### src/rtl/neuron_out_argmax.sv
// Argmax decision stage after the output layer: captures nine signed activations,
// scans them one per cycle and reports winning class, winning value and top-two margin.
module neuron_out_argmax #(
    parameter int                DATA_W     = 20,
    parameter logic [DATA_W-1:0] MIN_MARGIN = 20'd1024
) (
    input  logic                     clk,
    input  logic                     rst_n,
    input  logic                     in_valid,
    output logic                     in_ready,
    input  logic signed [DATA_W-1:0] a3_1,
    input  logic signed [DATA_W-1:0] a3_2,
    input  logic signed [DATA_W-1:0] a3_3,
    input  logic signed [DATA_W-1:0] a3_4,
    input  logic signed [DATA_W-1:0] a3_5,
    input  logic signed [DATA_W-1:0] a3_6,
    input  logic signed [DATA_W-1:0] a3_7,
    input  logic signed [DATA_W-1:0] a3_8,
    input  logic signed [DATA_W-1:0] a3_9,
    output logic                     out_valid,
    input  logic                     out_ready,
    output logic [3:0]               class_idx,
    output logic signed [DATA_W-1:0] max_val,
    output logic [DATA_W-1:0]        margin,
    output logic                     low_conf
);

    typedef enum logic [1:0] {
        IDLE = 2'd0,
        SCAN = 2'd1,
        DONE = 2'd2
    } state_t;

    state_t                   state_r;
    logic signed [DATA_W-1:0] buf_r [0:8];
    logic [3:0]               cnt_r;
    logic signed [DATA_W-1:0] best_r;
    logic signed [DATA_W-1:0] second_r;
    logic [3:0]               idx_r;
    logic                     in_ready_r;
    logic                     out_valid_r;
    logic [3:0]               class_idx_r;
    logic signed [DATA_W-1:0] max_val_r;
    logic [DATA_W-1:0]        margin_r;
    logic                     low_conf_r;

    logic signed [DATA_W-1:0] x_s;
    logic signed [DATA_W-1:0] best_n_s;
    logic signed [DATA_W-1:0] second_n_s;
    logic [3:0]               idx_n_s;
    logic [DATA_W-1:0]        margin_s;
    logic                     low_conf_s;

    // Select the buffer element addressed by the scan counter (class cnt lives at cnt-1).
    always_comb begin
        x_s = buf_r[0];
        case (cnt_r)
            4'd2:    x_s = buf_r[1];
            4'd3:    x_s = buf_r[2];
            4'd4:    x_s = buf_r[3];
            4'd5:    x_s = buf_r[4];
            4'd6:    x_s = buf_r[5];
            4'd7:    x_s = buf_r[6];
            4'd8:    x_s = buf_r[7];
            4'd9:    x_s = buf_r[8];
            default: x_s = buf_r[0];
        endcase
    end

    // Running top-two update; strict compares keep the lower index on ties.
    always_comb begin
        best_n_s   = best_r;
        second_n_s = second_r;
        idx_n_s    = idx_r;
        if (x_s > best_r) begin
            second_n_s = best_r;
            best_n_s   = x_s;
            idx_n_s    = cnt_r;
        end else if (x_s > second_r) begin
            second_n_s = x_s;
        end else begin
            second_n_s = second_r;
        end
        // best >= second always holds, so the true difference is non-negative and
        // below 2^DATA_W; modular DATA_W-bit subtraction yields it exactly.
        margin_s   = best_n_s - second_n_s;
        low_conf_s = (margin_s < MIN_MARGIN);
    end

    // Control FSM, capture buffer, scan state and registered result fields.
    always_ff @(posedge clk or negedge rst_n) begin
        if (!rst_n) begin
            state_r     <= IDLE;
            in_ready_r  <= 1'b1;
            out_valid_r <= 1'b0;
            class_idx_r <= 4'd0;
            max_val_r   <= '0;
            margin_r    <= '0;
            low_conf_r  <= 1'b0;
            cnt_r       <= 4'd0;
            best_r      <= '0;
            second_r    <= '0;
            idx_r       <= 4'd0;
            for (int i = 0; i < 9; i++) begin
                buf_r[i] <= '0;
            end
        end else begin
            case (state_r)
                IDLE: begin
                    if (in_valid) begin
                        buf_r[0]   <= a3_1;
                        buf_r[1]   <= a3_2;
                        buf_r[2]   <= a3_3;
                        buf_r[3]   <= a3_4;
                        buf_r[4]   <= a3_5;
                        buf_r[5]   <= a3_6;
                        buf_r[6]   <= a3_7;
                        buf_r[7]   <= a3_8;
                        buf_r[8]   <= a3_9;
                        best_r     <= a3_1;
                        idx_r      <= 4'd1;
                        second_r   <= {1'b1, {(DATA_W-1){1'b0}}};
                        cnt_r      <= 4'd2;
                        in_ready_r <= 1'b0;
                        state_r    <= SCAN;
                    end
                end
                SCAN: begin
                    best_r   <= best_n_s;
                    second_r <= second_n_s;
                    idx_r    <= idx_n_s;
                    if (cnt_r == 4'd9) begin
                        class_idx_r <= idx_n_s;
                        max_val_r   <= best_n_s;
                        margin_r    <= margin_s;
                        low_conf_r  <= low_conf_s;
                        out_valid_r <= 1'b1;
                        cnt_r       <= 4'd0;
                        state_r     <= DONE;
                    end else begin
                        cnt_r <= cnt_r + 4'd1;
                    end
                end
                DONE: begin
                    if (out_ready) begin
                        out_valid_r <= 1'b0;
                        in_ready_r  <= 1'b1;
                        state_r     <= IDLE;
                    end
                end
                default: begin
                    out_valid_r <= 1'b0;
                    in_ready_r  <= 1'b1;
                    cnt_r       <= 4'd0;
                    state_r     <= IDLE;
                end
            endcase
        end
    end

    assign in_ready  = in_ready_r;
    assign out_valid = out_valid_r;
    assign class_idx = class_idx_r;
    assign max_val   = max_val_r;
    assign margin    = margin_r;
    assign low_conf  = low_conf_r;

endmodule

### config.mk
export PLATFORM = sky130hd
export DESIGN_NAME = neuron_out_argmax
export DESIGN_NICKNAME = d
export VERILOG_FILES = /design/src/rtl/neuron_out_argmax.sv
export SDC_FILE = /design/constraint.sdc
export NUM_CORES = 1
export LEC_CHECK = 0
export ABC_AREA = 1
export CAP_MARGIN = 20
export CORE_AREA = 2 2 178 180
export DETAILED_ROUTE_END_ITERATION = 16
export DIE_AREA = 0 0 180 182
export PLACE_DENSITY_LB_ADDON = 0.05
export SLEW_MARGIN = 10
export SYNTH_ARGS = -nofsm -noshare
export SYNTH_HDL_FRONTEND = slang
export SYNTH_SLANG_ARGS = --single-unit
### constraint.sdc
create_clock -name clk -period 6.2 [get_ports clk]
set_input_delay 1.24 -clock clk [delete_from_list [all_inputs] [get_ports clk]]
set_output_delay 1.24 -clock clk [all_outputs]
set_load 0.03 [all_outputs]
# After elaboration in Yosys (flattened, before gate mapping)
# Index checks and enable logic that the tools add are counted.
# op_classes
order_cmp	3
n_eq_ne	13
n_bitwise	3
addsub	2
n_reduce_logical	9
muxes	24
# ops
cell	n
one-hot mux 20 bit (8 select lines)	1
two-way mux 20 bit	5
one-hot mux 20 bit (2 select lines)	2
> comparator 20 bit	2
less-than comparator 20 x 11 -> 1 bit, second input constant	1
subtractor 20 bit	1
== test 4 x 3 -> 1 bit, second input constant	4
two-way mux 4 bit	4
one-hot mux 4 bit (3 select lines)	1
AND reduction 3 bit	3
== test 4 x 2 -> 1 bit, second input constant	2
== test 4 bit, second input constant	2
one-hot mux 4 bit (2 select lines)	1
AND reduction 2 bit	4
two-way mux 2 bit	3
!= test 2 bit, second input constant	3
one-hot mux 1 bit (3 select lines)	2
one-hot mux 2 bit (3 select lines)	1
adder 4 x 1 -> 4 bit, second input constant	1
two-way mux 1 bit	4
inverter 1 bit	3
== test 2 x 1 -> 1 bit, second input constant	1
== test 2 bit, second input constant	1
logical NOT 2 bit	1
nonzero test 2 bit	1
# word_totals
output_inout_bits	47
regBits	277
wordCells	74
inputBits	184

# Logic depth before layout (Yosys ltp)
# logic_depth
word_depth	7
ltp_mapped	43
depth_no_buf	41

# Worst setup path before layout
# No wires, ideal clock.
# synth_timing
kind	register to register
start	reg cnt_r[1]
end	reg low_conf_r (netlist: low_conf)
arrival_ns	5.091
setup_time_ns	0.117
slack_ns	0.991
n_path_buf	4
stages_incl_launch_ff	40
period_less_slack_ns	5.209
required_time_ns	6.083
path_cell_list	dfrtp_1 > inv_2 > nand2_4 > nor2_4 > buf_6 > clkbuf_1 > a32o_1 > a221oi_1 > nand3_1 > o21ai_0 > inv_1 > ha_1 > nand2_1 > inv_1 > nand2_1 > nand2_1 > a21oi_1 > nand3_2 > [4 not listed] > clkbuf_1 > nand2_1 > o211ai_1 > o21ai_0 > ha_1 > fa_1 > inv_1 > nand3_2 > o21ai_2 > nand3_1 > nand2_1 > nand2_1 > nand2_1 > nand2_1 > nand2_1 > nor2_1 > nand3_1 > nand2_1
# synth_via
elab_chain_len	7
elab_cells_between_ends	17
classes_between	1 x add/sub; 3 x order compare; 8 x eq/ne; 4 x mux; 1 x reduce/logical
# synth_lines
element	line_no	text
start: declaration	36	logic [3:0] cnt_r;
start signal: assignment	141	cnt_r <= cnt_r + 4'd1;
== test 4 bit (tied with other cells)	57, 132	
one-hot mux 20 bit (8 select lines)	57	case (cnt_r)
> comparator 20 bit	79	end else if (x_s > second_r) begin
two-way mux 20 bit	79	
two-way mux 20 bit	75	if (x_s > best_r) begin
subtractor 20 bit	86	margin_s = best_n_s - second_n_s;
less-than comparator 20 x 11 -> 1 bit	87	low_conf_s = (margin_s < MIN_MARGIN);
end signal: assignment	136	low_conf_r <= low_conf_s;
end: declaration	45	logic low_conf_r;
# Several ways; a longest one is shown, not always the timed one.
# A chain may end at the register's enable or synchronous reset.

# Final worst setup path
# layout_timing
start	reg cnt_r[3]
end	reg low_conf_r (netlist: low_conf)
# The elaborated chain is that of the path after synthesis.

==> impl_results.md <==
* Clock sink count at 277
* Fillers at 2896
* IO Pins at approximately 230
* Synth Area per Inst at 7.62 um2
* Clock slew at reported path FFs at 0.06 ns
* Least-Margin Pin Slew at about 0.99 ns
* Mapped Nets at 2225
* Vias in the first global route at around 14000
* Status: complete, no violations
* Port Buf Inserts at 230
* CP endpoint kind: register
* Residual DRC at 0
* Post-Synthesis Cells at between 1500 and 2000
* Fin crit share at 92.5%
* Worst hold path type: register to register
* Final WL at a little under 50 mm
* Worst Min Path Start: buf_r[178]
* FF+latch count, synth at between 200 and 300
* Tmin final at 5.74 ns
* Routed Antenna Nets at 0
* Die H at 182 um
* Synth-to-Final Area Change at 26.5%
* TNS Setup at 0 ns
* Core box area at 31000 um2
* Worst-case clock buffer depth at 3
* Final setup fails at 0
* Register area share after synthesis at 45.8%
* WS Path Type: register to register
* Compound-Gate Fraction of Synth Area at 10.9%
* Highest cell delay on the worst timing path at 0.48 ns
* Max Freq at 174 MHz
* Post-synthesis adder-cell area fraction at 4.43%
* Initial Util at between 40% and 50%
* GRT Util Overall at 29.3%
* GR Overflow Total at 0
* Synth Area in XOR/XNOR at 0.405%
* RSZ-0062 raised after global routing: false
* Slew Limit Fails at 0
* Critical R2R Launch: cnt_r[3]
* Std-Cell Rows at 65
* Largest net degree at the start of global routing at 168
* Kind of start point of the critical path: register
* Largest family of logic cells by synthesized area: simple AND/OR/NAND/NOR gates
* Total number of vias at approximately 14000
* Most common cell on crit path: nand2_1
* First-pass iteration count of the detailed router at 5
* Mux cell area share after synthesis at 0%
* First-pass GRT wire length at 76.0 mm
* Max Cap Viol at 0
* Critical Path Fanout Max at 33
* CP arrival at about 6.2 ns
* First DRT Iteration DRCs at 1146
* CTS tree: yes
* Avg WL per Cell at 18.5 um
* Share of cells above drive strength 1 at 9.51%
* Mapped Area at approximately 15000 um2
* Initial antenna violation count at 0
* Clock Latency Late Sink at 0.58 ns
* WP data required at ~6.7 ns
* Final nets at 2443
* Worst Setup SP: cnt_r[3]
* CP max-delay cell: dfrtp_1
* Util after Layout at 61.8%
* Netlist cell types at 47
* Cts bufs inserted at 31
* Full die area at 32800 um2
* Final hold violations at 0
* Die width at approximately 180 um
* Global placement routability congestion at 0.918
* Vias per std cell at roughly 5.4
* # hold bufs at CTS at 0
* Dpl hpwl at about 36 mm
* Layout Skew at 0.0310 ns
* Ys Warns at 0
* CTS root buffer: clkbuf_16
* # diodes at 0
* H-tree levels at 1
* Simple-Gate Fraction of Synth Area at 32.1%
* Rel. slew slack at 33.6%
[cell type report]
type                       instances  area [um2]  share of cell area [%]
timing repair buffer             272        2710                    14.1
multi-input combinational       1465        7330                    38.3
clock buffer                      42         867                    4.53
sequential                       277        6940                    36.2
tap                              402         503                    2.63
inverter                         159         603                    3.15
clock inverter                    14         208                    1.08
[layer usage]
metal	wire (um)	GRT usage, %	vias to the layer above	part of all wire [%]
met2	23100	48.7	475	47
met1	21100	40.1	6749	43
met4	1640	9.85	0	3.4
met3	2850	3.35	83	5.9
met5	0	0	-	0
li1	-	-	6887	-
[path summary, 6_finish.rpt]
| check | depth (start not counted) | endpoint | slack (ns) |
|---|---|---|---|
| setup / recovery | 36 | low_conf | 0.46 |
| hold / removal | 2 | buf_r[178] | 0.47 |
| setup reg to reg | 36 | low_conf | 0.46 |
| hold reg to reg | 2 | buf_r[178] | 0.47 |
| max in group asynchronous | 2 | buf_r[56] | 4.30 |
| min in group asynchronous | 1 | best_r[3] | 0.59 |
[layout by cell type (no fill, tap or decap), drive strengths merged]
master,synthesis,final
clkinvlp,0,3
nand2,906,906
a221oi,24,24
a22o,2,2
clkdlybuf4s50,0,229
nor2,85,85
o21ai,111,111
fa,1,1
buf,15,43
a211oi,1,1
dfstp,1,1
or2,1,1
nand3b,2,2
dfrtp,276,276
a21o,2,2
nand4,21,21
nand3,123,123
a32o,23,23
a21oi,52,52
ha,52,52
o211ai,13,13
o31ai,2,2
clkinv,0,7
bufinv,0,5
clkbuf,72,42
a2bb2oi,1,1
nor3,6,6
a31o,1,1
o22ai,16,16
o221ai,10,10
inv,159,158
o21a,1,1
o21bai,2,2
xor2,7,7
[worst max-delay path, delay by kind of cell, from the launching register on]
family,cells,cell delay (ns)
AND/OR/NAND/NOR,19,1.99
buffers and inverters,8,1.15
AO/OA/AOI/OAI,6,1.11
adder cells (fa/ha/maj),3,0.92
flip-flops,1,0.48
[kinds of logic (layout without fill, tap and decap cells)]
| family | after synthesis | after routing |
|---|---|---|
| AO/OA/AOI/OAI | 261 | 261 |
| XOR/XNOR | 7 | 7 |
| adder cells (fa/ha/maj) | 53 | 53 |
| buffers and inverters | 246 | 487 |
| flip-flops | 277 | 277 |
| AND/OR/NAND/NOR | 1144 | 1144 |
[state kept, by name, summed over array words and instances (netlist names)]
register and flops:
low_conf 1, out_valid 1, cnt_r 4, best_r 20
max_val 20, in_ready 1, buf_r 180, idx_r 4
class_idx 4, second_r 20, margin 20, state_r 2
[cells in the mapped netlist (all sizes together)]
library cell | number | area [um2]
a21oi | 52 | 264
a32o | 23 | 230
o21a | 1 | 7.51
dfrtp | 276 | 6910
nand4 | 21 | 168
ha | 52 | 651
clkbuf | 72 | 270
nor3 | 6 | 35.0
nor2 | 85 | 410
fa | 1 | 20.0
nand3b | 2 | 15.0
a221oi | 24 | 210
o31ai | 2 | 15.0
o211ai | 13 | 97.6
dfstp | 1 | 26.3
buf | 15 | 97.6
o21bai | 2 | 15.0
inv | 159 | 597
o21ai | 111 | 563
a31o | 1 | 8.76
xor2 | 7 | 61.3
a211oi | 1 | 7.51
o22ai | 16 | 100
o221ai | 10 | 87.6
a21o | 2 | 15.0
a2bb2oi | 1 | 8.76
nand3 | 123 | 741
nand2 | 906 | 3490
a22o | 2 | 17.5
or2 | 1 | 6.26
[through the flow]
| step | area (um2) | worst slack [ns] | std cells | hold slack [ns] |
|---|---|---|---|---|
| after global placement | 17900 | 0.0119 | 2568 | 0.448 |
| after detailed placement | 17900 | 0.0324 | 2568 | 0.454 |
| after global routing | 19200 | 0.00845 | 2631 | 0.492 |
| after CTS | 19000 | 0.0246 | 2624 | 0.468 |
| final | 19200 | 0.464 | 2631 | 0.467 |
| after floorplan | 15100 | 0.991 | 1988 | 0.437 |
[timing repair]
item                                    CTS  global route
buffers inserted                          0             5
resized for setup                         1            22
pin swaps                                 0             1
endpoints found under the setup margin    1            13
gates cloned                              0             0
Power is not shown: default switching activity piles up to over one toggle a cycle in this logic, so the estimate is an artifact.
